File: src/rtl/uart_tx_arbiter.sv
// Round-robin arbiter sharing one UART transmitter between byte-stream
// requesters, with packet lock and a mid-packet stall watchdog.
module uart_tx_arbiter #(
    parameter int NUM_REQ   = 4,
    parameter int DATA_W    = 8,
    parameter int STALL_MAX = 1000,
    localparam int GW       = $clog2(NUM_REQ),
    localparam int CW       = $clog2(STALL_MAX + 1)
) (
    input  logic                      clk,
    input  logic                      reset,
    input  logic [NUM_REQ-1:0]        req_valid,
    input  logic [NUM_REQ*DATA_W-1:0] req_data,
    input  logic [NUM_REQ-1:0]        req_last,
    output logic [NUM_REQ-1:0]        req_ready,
    input  logic                      tx_busy,
    output logic                      tx_start,
    output logic [DATA_W-1:0]         tx_data,
    output logic [GW-1:0]             grant_id,
    output logic                      active,
    output logic                      stall_err
);

    typedef enum logic [1:0] {
        IDLE,
        LOAD,
        WAIT_BUSY,
        WAIT_DONE
    } state_t;

    localparam logic [GW:0] NR = (GW + 1)'(NUM_REQ);

    state_t              state;
    logic [GW-1:0]       rr_ptr;
    logic [CW-1:0]       cnt;
    logic                last_flag;

    logic [GW:0]         idx;
    logic [GW-1:0]       win;
    logic                found;
    logic                sel_valid;
    logic                sel_last;
    logic [DATA_W-1:0]   sel_data;

    // First valid requester after the last holder, wrapping around.
    always_comb begin
        idx   = '0;
        win   = '0;
        found = 1'b0;
        for (int k = 1; k <= NUM_REQ; k++) begin
            idx = {1'b0, rr_ptr} + (GW + 1)'(k);
            if (idx >= NR) idx = idx - NR;
            if (!found && req_valid[idx[GW-1:0]]) begin
                found = 1'b1;
                win   = idx[GW-1:0];
            end
        end
    end

    assign sel_valid = req_valid[grant_id];
    assign sel_last  = req_last[grant_id];
    assign sel_data  = req_data[grant_id*DATA_W +: DATA_W];

    always_comb begin
        req_ready = '0;
        if (state == LOAD) req_ready[grant_id] = 1'b1;
    end

    always_ff @(posedge clk or negedge reset) begin
        if (!reset) begin
            state     <= IDLE;
            rr_ptr    <= GW'(NUM_REQ - 1);
            cnt       <= '0;
            last_flag <= 1'b0;
            tx_start  <= 1'b0;
            tx_data   <= '0;
            grant_id  <= '0;
            active    <= 1'b0;
            stall_err <= 1'b0;
        end else begin
            tx_start  <= 1'b0;
            stall_err <= 1'b0;
            unique case (state)
                IDLE: begin
                    if (found && !tx_busy) begin
                        grant_id <= win;
                        active   <= 1'b1;
                        state    <= LOAD;
                    end
                end
                LOAD: begin
                    if (sel_valid) begin
                        tx_data   <= sel_data;
                        last_flag <= sel_last;
                        tx_start  <= 1'b1;
                        cnt       <= '0;
                        state     <= WAIT_BUSY;
                    end else if (cnt == CW'(STALL_MAX - 1)) begin
                        stall_err <= 1'b1;
                        rr_ptr    <= grant_id;
                        active    <= 1'b0;
                        cnt       <= '0;
                        state     <= IDLE;
                    end else begin
                        cnt <= cnt + 1'b1;
                    end
                end
                WAIT_BUSY: begin
                    if (tx_busy) state <= WAIT_DONE;
                end
                WAIT_DONE: begin
                    if (!tx_busy) begin
                        if (last_flag) begin
                            rr_ptr <= grant_id;
                            active <= 1'b0;
                            state  <= IDLE;
                        end else begin
                            state <= LOAD;
                        end
                    end
                end
                default: state <= IDLE;
            endcase
        end
    end

endmodule

File: config.mk
export PLATFORM = sky130hd
export DESIGN_NAME = uart_tx_arbiter
export DESIGN_NICKNAME = d
export VERILOG_FILES = /design/src/rtl/uart_tx_arbiter.sv
export SDC_FILE = /design/constraint.sdc
export NUM_CORES = 1
export LEC_CHECK = 0
export BUFFER_PORTS_ARGS = -buffer_cell sky130_fd_sc_hd__buf_2
export CAP_MARGIN = 40
export CORE_AREA = 3 3 70 56
export CTS_BUF_LIST = sky130_fd_sc_hd__clkbuf_4
export DETAILED_ROUTE_END_ITERATION = 12
export DIE_AREA = 0 0 73 59
export PLACE_DENSITY = 0.8
export SYNTH_ARGS = -nofsm -noshare
export SYNTH_HDL_FRONTEND = slang
export SYNTH_SLANG_ARGS = --single-unit
File: constraint.sdc
create_clock -name clk -period 2.5 [get_ports clk]
set_clock_uncertainty 0.1 [all_clocks]
set_input_delay 0.125 -clock clk [delete_from_list [all_inputs] [get_ports clk]]
set_output_delay 0.125 -clock clk [all_outputs]
set_load 0.005 [all_outputs]
# Word level (Yosys, flattened, before mapping)
# Cells that the tools add are included.
[op_classes] add_sub_neg=9 order_cmp=10 eq_ne=11 shifts=1 mux=52 n_reduce_logical=17
[ops] cell="$mux W2" n=17
[ops] cell="$shiftx A32 B6 Y8" n=1
[ops] cell="$mux W1" n=22
[ops] cell="$mux W10" n=2
[ops] cell="$lt A2 B3 Y1 const B" n=5
[ops] cell="$bmux W1 S2" n=6
[ops] cell="$ge A3 B3 Y1 const B" n=4
[ops] cell="$add A10 B1 Y10 const B" n=1
[ops] cell="$eq A10 B10 Y1 const B" n=1
[ops] cell="$ne A2 B2 Y1 const B" n=5
[ops] cell="$pmux W2 S4" n=1
[ops] cell="$sub A2 B1 Y2 const B" n=4
[ops] cell="$add A2 B2 Y3 const B" n=2
[ops] cell="$reduce_and A6 Y1" n=1
[ops] cell="$logic_and A1 B1 Y1" n=5
[ops] cell="$reduce_and A5 Y1" n=1
[ops] cell="$eq A2 B2 Y1 const B" n=2
[ops] cell="$logic_not A1 Y1" n=4
[ops] cell="$mux W4" n=1
[ops] cell="$pmux W2 S2" n=1
[ops] cell="$reduce_and A2 Y1" n=2
[ops] cell="$reduce_and A4 Y1" n=1
[ops] cell="$add A2 B1 Y3 const B" n=1
[ops] cell="$add A2 B3 Y3 const B" n=1
[ops] cell="9 further kinds" n=9
[totals] regBits=28 inputBits=43 word_cells=109

# Depth between registers and ports, before layout
[logic_depth] depth_word=18 depth_mapped=5 depth_no_buf=5

# Least setup slack after synthesis
# No wires, ideal clock.
[synth_timing] kind="register to register" startpoint="reg grant_id[1]" endpoint="reg last_flag" t_arrival_ps=1588 t_required_ps=2275 setup_slack_ps=688 path_stages_with_launch=6 n_path_buf=2 path_cell_list="dfrtp_1 > buf_6 > mux4_2 > nand2_1 > buf_4 > mux2_2"
[synth_via] elab_chain_len=3 elab_cells_between_ends=5 cone_classes="4 x mux; 1 x reduce/logical"
[synth_lines] element="from (decl)" line="19" text="output logic [GW-1:0] grant_id,"
[synth_lines] element="from (signal assigned)" line="86" text="grant_id <= win;"
[synth_lines] element="$bmux W1 S2" line="60" text="assign sel_valid = req_valid[grant_id];"
[synth_lines] element="$mux W1 (not written as such)" line="60"
[synth_lines] element="$reduce_and A2 Y1 (no source line)"
[synth_lines] element="to (signal assigned)" line="94" text="last_flag <= sel_last;"
[synth_lines] element="to (decl)" line="36" text="logic last_flag;"
# Several ways; a longest one is shown, not always the timed one. The select of a mux whose other input is x is not followed.
# A chain may end at the register's enable or synchronous reset.

# Worst setup path in the final report
[layout_timing] startpoint="reg grant_id[1]" endpoint="reg tx_data[1]"
[layout_via] elab_chain_len=3 elab_cells_between_ends=4 cone_classes="1 x shift; 2 x mux; 1 x reduce/logical"
[layout_lines] element="parallel branches: the longest is 3 deep, another holds $shiftx A32 B6 Y8"
[layout_lines] element="to (signal assigned)" line="93" text="tx_data <= sel_data;"
[layout_lines] element="to (decl)" line="18" text="output logic [DATA_W-1:0] tx_data,"
# Parallel ways; which one is timed is not known. The select of a mux whose other input is x is not followed.

==> results_dict.tcl <==
set metrics [dict create \
    outcome "finished clean" \
    rr_worst_depth 3 \
    drtPass1Iterations 4 \
    ys_seq_elements 28 \
    grt_usage_pct 19.9 \
    wl_um 3890 \
    n_antenna_cell 0 \
    switchingPower_uw 704 \
    vias 1410 \
    routabilityCongestion 0.802 \
    required_ns 2.62 \
    crit_fanout 11 \
    dieArea_mm2 0.00431 \
    overflow 0 \
    peakVddDrop_mv 0.647 \
    synth_warnings 0 \
    fin_crit_sh_pct 81.5 \
    ys_async_sr_fraction_pct 100 \
    period_minus_slack_ns 2.04 \
    swShare_pct 37.2 \
    synth-edff-count 0 \
    core_area_mm2 0.00327 \
    critPathArrivalTime_ns 2.16 \
    antenna_found_initial 0 \
    die_h_um 59 \
    synth_fp_nets 189 \
    r2r_end "tx_data[1]" \
    vias_per_cell 5.71 \
    syn-cell-area_mm2 0.00166 \
    nNetsFinal 252 \
    synth_most_common_cell "dfrtp_1" \
    final_max_slew_viol_count 0 \
    port-buffer-count 59 \
    io_pins 60 \
    grt_start_max_net_pins 29 \
    p_clk_share_pct 9.8 \
    synthTopCellsByCount "26 x dfrtp_1, 16 x nand2_1, 12 x mux2_2" \
    worst-r2r-setup-slack_ns 0.46 \
    grt_pass1_wl_um 6560 \
    clk_pin_slew_worst_paths_ns 0.14 \
    wire_per_inst_um 15.8 \
    synth_area_leader_cell "dfrtp_1" \
    power_frac_seq_pct 40.8 \
    hold_depth 3 \
    fin_setup_tns_ns 0 \
    fmax_ghz 0.491 \
    timing.slew.headroom_pct 59.8 \
    synth-main-ff-cell "dfrtp_1" \
    cts_resized 0 \
    final-hold-violation-count 0 \
    ys_seq_area_share_pct 42.4 \
    setup_viol 0 \
    drv_cap 0 \
    syn2layout_area_growth_pct 22.6 \
    cts_root_buf "clkbuf_4" \
    clk_path_buf_depth 2 \
    netlist_instances 145 \
    first_iter_violations 84 \
    crit_path_end_kind "register" \
    power.density_mw_per_mm2 930 \
    cts_htree_levels 1 \
    numCtsBuffers 3 \
    cp-start-kind "register" \
    worstHoldStart "req_valid[2]" \
    avgSynthCellArea_um2 11.4 \
    drc 0 \
    internal-power_mw 1.19 \
    comb_power_share_pct 49.4 \
    die_width_um 73 \
    worst_hold_path_type "input pin to register" \
    netlist.area_leader.share_pct 39.2 \
    dp_hpwl_um 3130 \
    fillCellCount 278 \
    drive_above_1_share_pct 44.9 \
    cts_sinks 28 \
    max_slew.worst_pin.slew_ns 0.602 \
    start_util_pct 50.8 \
    synth.area.top_cells "dfrtp_1 39%, mux4_2 14%, mux2_2 8.2%, nand2_1 3.6%, dfstp_2 3.2%" \
    min_to "grant_id[1]" \
    clk_latency_ns 0.33 \
    rsz0062_at_grt "false" \
    rows 18 \
    design_area_mm2 0.00203 \
    synth_cell_types 42 \
    place_area_mm2 0.00199 \
    grt_pass1_vias 1382 \
    drtAntennaViolNets 0 \
    regToRegStartpoint "grant_id[1]" \
    leakage_nw 0.941 \
    cts_tree "built" \
    critical_path_class "register to register" \
]
## how the worst max path moves through the flow
stage | to | slack, ns | start | depth (start not counted)
after floorplan | last_flag | 0.69 | grant_id[1] | 5
after global placement | tx_data[7] | 0.52 | grant_id[1] | 3
after detailed placement | tx_data[1] | 0.47 | grant_id[1] | 3
after CTS | tx_data[1] | 0.44 | grant_id[1] | 3
after global routing | tx_data[1] | 0.34 | grant_id[1] | 3
final | tx_data[1] | 0.46 | grant_id[1] | 3
## logic make-up (layout without fill, tap and decap cells)
kind of cell | Yosys count | count (layout) | synth area share [%]
adders and majority gates | 1 | 1 | 0.755
muxes | 25 | 25 | 23.7
DFF | 28 | 28 | 42.4
AOI/OAI and AO/OA | 29 | 29 | 13.1
xor gates and xnor gates | 2 | 2 | 1.06
and+or+nand+nor | 50 | 50 | 15.9
buffers and inverters | 10 | 72 | 3.02
## sequential cells by signal, indices dropped and copies added, names as in the netlist, named ones only
register	flops
active	1
cnt	10
grant_id	2
last_flag	1
rr_ptr	2
stall_err	1
state	1
tx_data	8
tx_start	1
## routing by layer
layer  up-vias  track usage, %  routed length (µm)
li1        674               -                   -
met1       691            28.0                1740
met5         -               0                   0
met2        41            32.0                1900
met4         0            4.21                  53
met3         4            4.24                 195
## metrics by stage
stage | hold slack, ns | power, mW | std cells | worst slack, ns | util (%)
floorplan | -0.271 | 1.43 | 145 | 0.688 | -
global placement | 0.0729 | 1.68 | 241 | 0.524 | 60.8
detailed placement | 0.0744 | 1.72 | 241 | 0.470 | 60.8
CTS | 0.0484 | 1.91 | 247 | 0.437 | 62.3
global route | 0.0509 | 2.07 | 247 | 0.336 | 62.3
finish | 0.0575 | 1.89 | 247 | 0.462 | 62.3
## power groups by stage
| stage | combinational [mW] | clock (mW) | sequential (mW) |
|---|---|---|---|
| finish | 0.934 | 0.185 | 0.772 |
| global route | 1.05 | 0.219 | 0.800 |
| CTS | 0.948 | 0.192 | 0.770 |
| detailed placement | 0.943 | 0 | 0.781 |
| global placement | 0.916 | 0 | 0.767 |
| floorplan | 0.678 | 0 | 0.753 |
## placed cells by master, fill, tap and decap left out, types with 2 or more instances in the layout
cell type	netlist	layout
a21oi_1	3	3
a31oi_1	7	7
a41oi_1	2	2
and2_1	2	2
and3_1	2	2
buf_2	1	59
buf_4	1	2
clkbuf_4	0	3
dfrtp_1	26	26
dfstp_2	2	2
dlygate4sd3_1	0	2
inv_1	5	5
mux2_1	2	2
mux2_2	12	12
mux4_2	10	10
nand2_1	16	16
nand2b_1	4	4
nand3_1	5	5
nor2_1	6	6
nor2b_1	4	4
nor3_1	2	2
nor4_1	2	2
o21ai_0	9	9
## worst max-delay path, stage by stage, from the launching register on
cell     delay, ns
dfrtp_1       0.49
mux4_2        0.57
nand2_1       0.37
mux2_2        0.40
## layout make-up
type	instances	area (µm²)	area share, %
Multi-Input combinational cell	107	905	44.5
Clock inverter	1	3.75	0.185
Clock buffer	3	22.5	1.11
Timing Repair Buffer	63	330	16.2
Sequential cell	28	703	34.6
Tap cell	40	50.0	2.46
Inverter	5	18.8	0.923
## what timing repair did
action                    4_1_cts  5_1_grt
hold buffers                    2        0
setup buffers                   0        0
hold endpoints to repair       27        0
(Power assumes the default switching activity.)
